--- config.mk ---
export PLATFORM = sky130hd
export DESIGN_NAME = in_debounce_filter
export DESIGN_NICKNAME = d
export VERILOG_FILES = /design/src/rtl/in_debounce_filter.sv
export SDC_FILE = /design/constraint.sdc
export NUM_CORES = 1
export LEC_CHECK = 0
export CAP_MARGIN = 5
export CORE_AREA = 10 10 47 49
export DETAILED_ROUTE_END_ITERATION = 16
export DIE_AREA = 0 0 57 59
export HOLD_SLACK_MARGIN = 0.05
export PLACE_DENSITY = 0.68
export REMOVE_ABC_BUFFERS = 1
export SKIP_CTS_REPAIR_TIMING = 1
export SLEW_MARGIN = 20
export SYNTH_ARGS = -nofsm -noshare
export SYNTH_HDL_FRONTEND = slang
export SYNTH_SLANG_ARGS = --single-unit
--- constraint.sdc ---
create_clock -name clk -period 1.67 [get_ports clk]
set_clock_uncertainty 0.15 [all_clocks]
set_input_delay 0.167 -clock clk [delete_from_list [all_inputs] [get_ports clk]]
set_output_delay 0.167 -clock clk [all_outputs]
set_load 0.01 [all_outputs]
--- src/rtl/in_debounce_filter.sv ---
// in_debounce_filter
//   Conditions the asynchronous, possibly bouncing raw_in line for the
//   sequence FSM. raw_in passes through a two-flop synchronizer. A level
//   change is accepted only after it has been seen on DEBOUNCE_CYCLES
//   consecutive enabled samples. Each accepted change produces a one-cycle
//   edge pulse.
//
//   Optional feature macro: IN_FILTER_GLITCH_CNT_EN
//     When it is defined, glitch_cnt counts rejected pulses and saturates at
//     255. When it is undefined, glitch_cnt is tied to 0 and no counter
//     register is built.
//
// Ports
//   clk         clock; all logic runs on the rising edge
//   rst         asynchronous, active-high reset
//   en          sample enable; the filter state only advances when en is high
//   raw_in      asynchronous raw input line
//   in_clean    debounced level; drives the sequence FSM `in` input
//   rise_pulse  one-cycle pulse in the first cycle in_clean reads 1
//   fall_pulse  one-cycle pulse in the first cycle in_clean reads 0
//   glitch_cnt  8-bit count of rejected pulses (0 when the feature is off)
module in_debounce_filter #(
  parameter int DEBOUNCE_CYCLES = 4,
  parameter int CNT_W           = 4
) (
  input  logic       clk,
  input  logic       rst,
  input  logic       en,
  input  logic       raw_in,
  output logic       in_clean,
  output logic       rise_pulse,
  output logic       fall_pulse,
  output logic [7:0] glitch_cnt
);

  typedef enum logic [1:0] {
    LOW     = 2'd0,
    PEND_HI = 2'd1,
    HIGH    = 2'd2,
    PEND_LO = 2'd3
  } state_t;

  localparam logic [CNT_W-1:0] CNT_ONE  = CNT_W'(1);
  localparam logic [CNT_W-1:0] CNT_LAST = CNT_W'(DEBOUNCE_CYCLES - 1);

  logic             s1;
  logic             s2;
  state_t           state;
  state_t           state_nxt;
  logic [CNT_W-1:0] cnt;
  logic [CNT_W-1:0] cnt_nxt;
  logic             in_clean_nxt;
  logic             rise_nxt;
  logic             fall_nxt;
  logic             glitch;

  // Synchronizer stage: runs every cycle, independent of en
  always_ff @(posedge clk or posedge rst) begin
    if (rst) begin
      s1 <= 1'b0;
      s2 <= 1'b0;
    end else begin
      s1 <= raw_in;
      s2 <= s1;
    end
  end

  // Debounce FSM next-state stage
  always_comb begin
    state_nxt = state;
    cnt_nxt   = cnt;
    rise_nxt  = 1'b0;
    fall_nxt  = 1'b0;
    glitch    = 1'b0;
    if (en) begin
      case (state)
        LOW: begin
          if (s2) begin
            if (DEBOUNCE_CYCLES == 1) begin
              state_nxt = HIGH;
              cnt_nxt   = '0;
              rise_nxt  = 1'b1;
            end else begin
              state_nxt = PEND_HI;
              cnt_nxt   = CNT_ONE;
            end
          end
        end
        PEND_HI: begin
          if (!s2) begin
            state_nxt = LOW;
            cnt_nxt   = '0;
            glitch    = 1'b1;
          end else if (cnt == CNT_LAST) begin
            state_nxt = HIGH;
            cnt_nxt   = '0;
            rise_nxt  = 1'b1;
          end else begin
            cnt_nxt = cnt + CNT_ONE;
          end
        end
        HIGH: begin
          if (!s2) begin
            if (DEBOUNCE_CYCLES == 1) begin
              state_nxt = LOW;
              cnt_nxt   = '0;
              fall_nxt  = 1'b1;
            end else begin
              state_nxt = PEND_LO;
              cnt_nxt   = CNT_ONE;
            end
          end
        end
        PEND_LO: begin
          if (s2) begin
            state_nxt = HIGH;
            cnt_nxt   = '0;
            glitch    = 1'b1;
          end else if (cnt == CNT_LAST) begin
            state_nxt = LOW;
            cnt_nxt   = '0;
            fall_nxt  = 1'b1;
          end else begin
            cnt_nxt = cnt + CNT_ONE;
          end
        end
        default: begin
          state_nxt = LOW;
          cnt_nxt   = '0;
        end
      endcase
    end
    // The accepted level is high while settled high or while a fall is
    // still being qualified.
    in_clean_nxt = (state_nxt == HIGH) || (state_nxt == PEND_LO);
  end

  // State and registered output stage
  always_ff @(posedge clk or posedge rst) begin
    if (rst) begin
      state      <= LOW;
      cnt        <= '0;
      in_clean   <= 1'b0;
      rise_pulse <= 1'b0;
      fall_pulse <= 1'b0;
    end else begin
      state      <= state_nxt;
      cnt        <= cnt_nxt;
      in_clean   <= in_clean_nxt;
      rise_pulse <= rise_nxt;
      fall_pulse <= fall_nxt;
    end
  end

`ifdef IN_FILTER_GLITCH_CNT_EN
  function automatic logic [7:0] sat_inc(input logic [7:0] v);
    return (v == 8'hFF) ? v : v + 8'd1;
  endfunction

  logic [7:0] glitch_q;

  // Glitch counter stage: counts on the same edge as the abort
  always_ff @(posedge clk or posedge rst) begin
    if (rst) begin
      glitch_q <= '0;
    end else if (glitch) begin
      glitch_q <= sat_inc(glitch_q);
    end
  end

  assign glitch_cnt = glitch_q;
`else
  logic glitch_unused;
  assign glitch_unused = glitch;
  assign glitch_cnt    = 8'd0;
`endif

endmodule

**Yosys cells after proc, flatten, opt, wreduce, memory -nomap -nowiden**

Index checks and enable logic that the tools add are counted.

- Register bits: 11
- Input bits: 4
- Output and inout bits: 11
- Logic and storage cells: 40

- $add $sub $neg: 1
- Equality and inequality tests: 8
- Mux-type cells: 21
- Reduce and logical (&&, ||, !) cells: 3

Operators by type and width:

| cell | count |
|---|---|
| 2-to-1 mux 4 bit | 5 |
| case mux 4 bit (4 select lines) | 1 |
| 2-to-1 mux 2 bit | 7 |
| == test 2 bit (second input constant) | 4 |
| case mux 2 bit (4 select lines) | 1 |
| 2-to-1 mux 1 bit | 7 |
| adder 4 x 1 -> 4 bit (second input constant) | 1 |
| == test 4 x 2 -> 1 bit (second input constant) | 1 |
| inequality test 2 bit (second input constant) | 2 |
| AND reduction 3 bit | 1 |
| == test 2 x 1 -> 1 bit (second input constant) | 1 |
| logical NOT 2 bit | 1 |
| logical OR 1 bit | 1 |

**Longest topological paths before layout**

Gate-level depths: netlist of the first run.

- Depth in word-level cells: 7
- Mapped depth: 4

**Least setup slack after synthesis of the first run**

OpenSTA, ideal clock, no wires.

- Kind: reg-to-reg
- Start: register cnt[0]
- End: register in_clean
- Data arrival time: 1.188 ns
- Setup slack: 0.205 ns
- Cell stages (with the launch flop): 5
- Buffers on the path: 0
- Cell sequence: dfrtp_1 ha_1 nor3b_2 nand3_2 mux2_1

- Word-level cells in the longest chain between the ends: 7
- Elaborated cells on any way between the ends: 10
- Classes of those cells: eq/ne (3); mux (6); reduce/logical (1)

Ends and longest elaborated chain:

| what | line | source |
|---|---|---|
| start: declaration | 50 | `logic [CNT_W-1:0] cnt;` |
| start signal: assignment | 148 | `cnt <= cnt_nxt;` |
| == test 4 x 2 -> 1 bit * | 94, 119 |  |
| 2-to-1 mux 2 bit, on equally long branches | 119, 94 |  |
| 2-to-1 mux 2 bit, on equally long branches | 115, 90 |  |
| case mux 2 bit (4 select lines) * | 76 | `case (state)` |
| 2-to-1 mux 2 bit * | 75 | `if (en) begin` |
| == test 2 bit | 135 | `in_clean_nxt = (state_nxt == HIGH) \|\| (state_nxt == PEND_LO);` |
| logical OR 1 bit * | 135 |  |
| via in_clean_nxt | 52 | `logic in_clean_nxt;` |
| end signal: assignment | 149 | `in_clean <= in_clean_nxt;` |
| end: declaration | 30 | `output logic in_clean,` |

The timed path passes the listed nets; every way through them passes the cells marked *.
A chain may end at the register's enable or synchronous reset.

**Worst setup path after layout of the first run**

- Start: register cnt[1]
- End: register in_clean

Same word-level chain as after synthesis.

==> flow_summary.ini, run 1 <==
[status]
status = completed

[finish]
n_fill_cell = 135
fin_area_sq_um = 651.9
final_core_util = 0.4652
syn_to_final_growth_pct = 17.87
diodes = 0
stdcell_count = 72
multi_input_area_sq_um = 255.2
seq_area_sq_um = 275.3
final_nets = 62
layout-drive-gt1-share = 0.1964

[sta]
fin_crit_ps = 1543
finalHoldViolCount = 0
period_share = 0.9242
max_freq_mhz = 647.9
slew_violations = 0
tns_ps = 0
rsz0062_at_grt = false
setup_viol = 0

[floorplanning]
core_area_sq_mm = 0.001401
ios = 15
die_h_um = 59
start_util = 0.3946
die_x_um = 57
row_count = 14
dieArea_sq_mm = 0.003363

[hold_path]
min_path_type = in2async

[clock_tree]
cts_tree = built
clk_latency_ps = 260
cts.root.buffer_cell = clkbuf_4
cts_buffers = 3
clock-sinks = 11
cts_htree_levels = 1
cts.reportedPaths.clkPinSlew_ps = 70
clk_path_buf_depth = 2

[synth]
ys_seq_area_frac = 0.4977
yosysTopAreaCell = dfrtp_1
syn_area_per_cell_sq_um = 12.02
synth_cell_types = 22
ys_seq_elements = 11
synth.top_cell.area_share = 0.4977
yosys_warnings = 0
synthTopCellsByArea = dfrtp_1 50%, buf_4 11%, mux2_1 4.1%
synth_area_sq_um = 553.0
postSynthCellCount = 46

[critical_path]
cp.arrival_ps = 1540
start_kind = flop
reg2reg_to = in_clean$_DFF_PP0_
endpoint_kind = flop
ff2ff_path_depth = 4
crit_type = reg2reg
timing.rr.start = cnt[1]$_DFFE_PP0P_
required_ps = 1670
reg2reg_slack_ps = 130
cp_max_fo = 4

[run]
drv.max_cap_violation_count = 0

[drt]
wl_per_cell_um = 13.57
wirelength_um = 977
dr.pass1.iters = 3
vias = 342
drt_iter0_markers = 1
ant_nets = 0
drc_errors = 0
vias_per_cell = 4.750

[grt]
antenna_found_initial = 0
grt_pass1_vias = 345
grt_first_pass_wirelength_mm = 1.614
grtUsageTotal = 0.06483
overflow = 0
grt_max_degree = 12

[pwr]
p_total_mw = 0.8339
p_leak_nw = 0.2861
p_per_area_mw_per_mm2 = 1279
peakVddDrop_mv = 0.5930

[place]
port_buffers = 6
gp_congestion = 0.7940
place_inst = 68
dpl.hpwl_um = 748.1
place_area_sq_um = 606.8
synthesized netlist by cell type:
library cell   n
ha_1           1
nand2_1        2
nand3_2        1
nor3b_1        2
xor2_2         1
and2b_2        1
o21ai_0        1
mux2i_1        1
mux2_1         2
a32o_1         1
inv_1          2
o2bb2ai_1      2
nor3b_2        1
dfrtp_1       11
a21oi_1        2
nand3_1        1
conb_1         1
a21boi_0       1
nand4b_1       1
o21ai_1        1
buf_4          8
mux2_2         2
power by group:
group	total, mW	switching [mW]	internal (mW)
combinational	0.260	0.114	0.146
sequential	0.394	0.0687	0.326
clock	0.180	0.0872	0.0924
total	0.834	0.270	0.564
layer usage:
layer	global-route usage	wire [um]	up-vias
met4	0.05034	23	0
met2	0.1116	534	6
li1	-	-	165
met3	0.03433	42	4
met1	0.05549	376	167
met5	0	0	-
critical path, stage by stage, from the launching register on:
cell	delay, ps
dfrtp_1	420
ha_4	160
nor3b_4	210
nand3_2	140
mux2_1	340
cells in the final DEF, fill, tap and decap left out:
master	Yosys	routed
o2bb2ai_1	2	2
nand3_1	1	1
clkbuf_1	0	1
a21boi_0	1	1
nand3_2	1	1
xor2_2	1	1
mux2_2	2	2
buf_4	8	1
clkdlybuf4s50_1	0	6
mux2i_1	1	1
a21oi_1	2	2
nand4b_1	1	1
inv_1	2	2
o21ai_1	1	1
clkbuf_4	0	3
ha_4	0	1
nor3b_1	2	2
and2b_2	1	1
nor3b_4	0	1
mux2_1	2	2
nand2_1	2	2
a32o_1	1	1
dfrtp_1	11	11
conb_1	1	8
o21ai_0	1	1
stage by stage:
| stage | setup slack (ps) | hold WS [ps] |
|---|---|---|
| floorplan | 204.9 | -130.6 |
| global placement | 126.9 | 187.1 |
| detailed placement | 77.40 | 201.8 |
| CTS | 63.94 | 47.44 |
| global route | 34.67 | 71.41 |
| finish | 126.6 | 36.87 |
state kept, by name, indices dropped and copies added (netlist names):
register,count
cnt,4
fall_pulse,1
in_clean,1
rise_pulse,1
s1,1
s2,1
state,2
logic make-up (layout without fill, tap and decap cells):
kind of cell	count (synthesis)	in the layout	share of synthesized area
buffers and inverters	10	13	0.1222
other	1	8	0.006781
flip-flops	11	11	0.4977
multiplexers	5	5	0.09954
adder cells (fa/ha/maj)	1	1	0.02262
AO/OA/AOI/OAI	8	8	0.09954
XOR/XNOR	1	1	0.02942
AND/OR/NAND/NOR	9	9	0.1222
cell type report:
| type | instances | area share |
|---|---|---|
| timing repair buffer | 7 | 0.1036 |
| multi-input combinational | 32 | 0.3916 |
| sequential | 11 | 0.4223 |
| clock buffer | 4 | 0.04031 |
| tap | 16 | 0.03071 |
| inverter | 2 | 0.01152 |
worst max-delay path by stage:
stage / from / to / slack, ps / cells past startpoint
after floorplan: cnt[0]$_DFFE_PP0P_ / in_clean$_DFF_PP0_ / 200 / 4
after global placement: en / in_clean$_DFF_PP0_ / 130 / 3
after detailed placement: cnt[1]$_DFFE_PP0P_ / in_clean$_DFF_PP0_ / 80 / 4
after CTS: cnt[1]$_DFFE_PP0P_ / in_clean$_DFF_PP0_ / 60 / 4
after global routing: cnt[1]$_DFFE_PP0P_ / in_clean$_DFF_PP0_ / 30 / 4
final: cnt[1]$_DFFE_PP0P_ / in_clean$_DFF_PP0_ / 130 / 4
No activity file was read; power rests on OpenSTA's default activity.
==> inputs of run 2 (changes only) <==
clock period = 1.8 ns   (was 1.67 ns; I/O delays follow)
==> flow_summary.ini, run 2 (synthesis results as in run 1) <==
[drt]
vias_per_cell = 4.873
drt_iter0_markers = 3
vias = 346
ant_nets = 0
wl_per_cell_um = 13.21
drc_errors = 0
dr.pass1.iters = 2
wirelength_um = 938

[place]
dpl.hpwl_um = 747.8
gp_congestion = 0.8182
port_buffers = 6
place_area_sq_um = 599.3

[clock_tree]
clk_path_buf_depth = 2
cts.reportedPaths.clkPinSlew_ps = 70
clock-sinks = 11
cts_tree = built
cts.root.buffer_cell = clkbuf_4
cts_htree_levels = 1
cts_buffers = 3
clk_latency_ps = 270

[finish]
syn_to_final_growth_pct = 13.35
final_common_cell = dfrtp_1
fin_area_sq_um = 626.9
reg_top3 = cnt: 4 flops, state: 2 flops
largest-register = cnt
largest_reg_flops = 4
layout-drive-gt1-share = 0.1818
mostFrequentLayoutCells = 11 x dfrtp_1, 8 x conb_1, 6 x clkdlybuf4s50_1
final_nets = 61
diodes = 0
seq_area_sq_um = 275.3
n_fill_cell = 148
multi_input_area_sq_um = 236.5

[critical_path]
endpoint_kind = flop
reg2reg_slack_ps = 190
crit_type = reg2reg
cp.arrival_ps = 1610
cp_cell_sequence = ha_1 -> nor3b_2 -> nand3_2 -> mux2_1
cp_slowest_cell = dfrtp_1
cpPeakStageDelay_ps = 410
cp_max_fo = 4
start_kind = flop
required_ps = 1800

[floorplanning]
core_area_sq_mm = 0.001401
ios = 15
start_util = 0.3946
dieArea_sq_mm = 0.003363
die_x_um = 57
row_count = 14
die_h_um = 59

[status]
status = completed

[sta]
slew_violations = 0
max_freq_mhz = 621.8
period_share = 0.8935
rsz0062_at_grt = false
tns_ps = 0
finalHoldViolCount = 0
setup_viol = 0
fin_crit_ps = 1608

[grt]
grt_first_pass_wirelength_mm = 1.662
antenna_found_initial = 0
grt_max_degree = 12
grtUsageTotal = 0.06266
overflow = 0
grt_pass1_vias = 366

[pwr]
p_per_area_mw_per_mm2 = 1173
peakVddDrop_mv = 0.5286
p_leak_nw = 0.2867

[run]
drv.max_cap_violation_count = 0

[hold_path]
min_path_type = in2async
[run 2: cell count changes in the layout (fill, tap and decap cells not counted)]
cell / before / now
buf_4: 1 / 0
clkbuf_1: 1 / 0
clkinv_2: 0 / 1
ha_1: 0 / 1
ha_4: 1 / 0
nor3b_2: 0 / 1
nor3b_4: 1 / 0
[run 2: path summary, 6_finish.rpt]
check	start	end	depth (start not counted)
min in group clk	raw_in	s1$_DFF_PP0_	1
min	rst	fall_pulse$_DFF_PP0_	2
min reg2reg	s1$_DFF_PP0_	s2$_DFF_PP0_	0
max	cnt[0]$_DFFE_PP0P_	in_clean$_DFF_PP0_	4
max reg2reg	cnt[0]$_DFFE_PP0P_	in_clean$_DFF_PP0_	4
max in group asynchronous	rst	cnt[3]$_DFFE_PP0P_	2
[run 2: area by class of cell]
type | instances | share of cell area
sequential | 11 | 0.4391
multi-input combinational | 32 | 0.3772
timing repair buffer | 6 | 0.09581
clock buffer | 3 | 0.03593
tap | 16 | 0.03194
inverter | 2 | 0.01198
clock inverter | 1 | 0.007984
[run 2: metal layers]
metal / up-vias / part of all wire / track usage
met1: 174 / 0.39 / 0.06049
met3: 0 / 0.072 / 0.04292
met2: 8 / 0.54 / 0.1039
li1: 164 / - / -
met5: - / 0 / 0
met4: 0 / 0 / 0.02349
[run 2: power by group]
| part | leakage, nW | internal [mW] | switching (mW) |
|---|---|---|---|
| combinational | 0.128 | 0.107 | 0.0933 |
| sequential | 0.141 | 0.302 | 0.0662 |
| clock | 0.0177 | 0.0822 | 0.0842 |
| total | 0.287 | 0.492 | 0.244 |
[run 2: critical path, delay by kind of cell, from the launching register on]
family,cells,cell delay [ps]
adders and majority gates,1,210
muxes,1,340
and+or+nand+nor,2,380
DFF,1,410
[run 2: metrics by stage]
stage	hold WS, ps	setup WS [ps]	power (mW)	std cells	util
finish	45.37	191.7	0.7352	71	0.4473
global route	87.69	71.24	0.7886	71	0.4473
CTS	49.24	185.9	0.7475	71	0.4473
detailed placement	192.8	187.3	0.5729	67	0.4277
global placement	187.8	208.2	0.5665	67	0.4277
floorplan	-117.6	334.9	0.5022	45	-
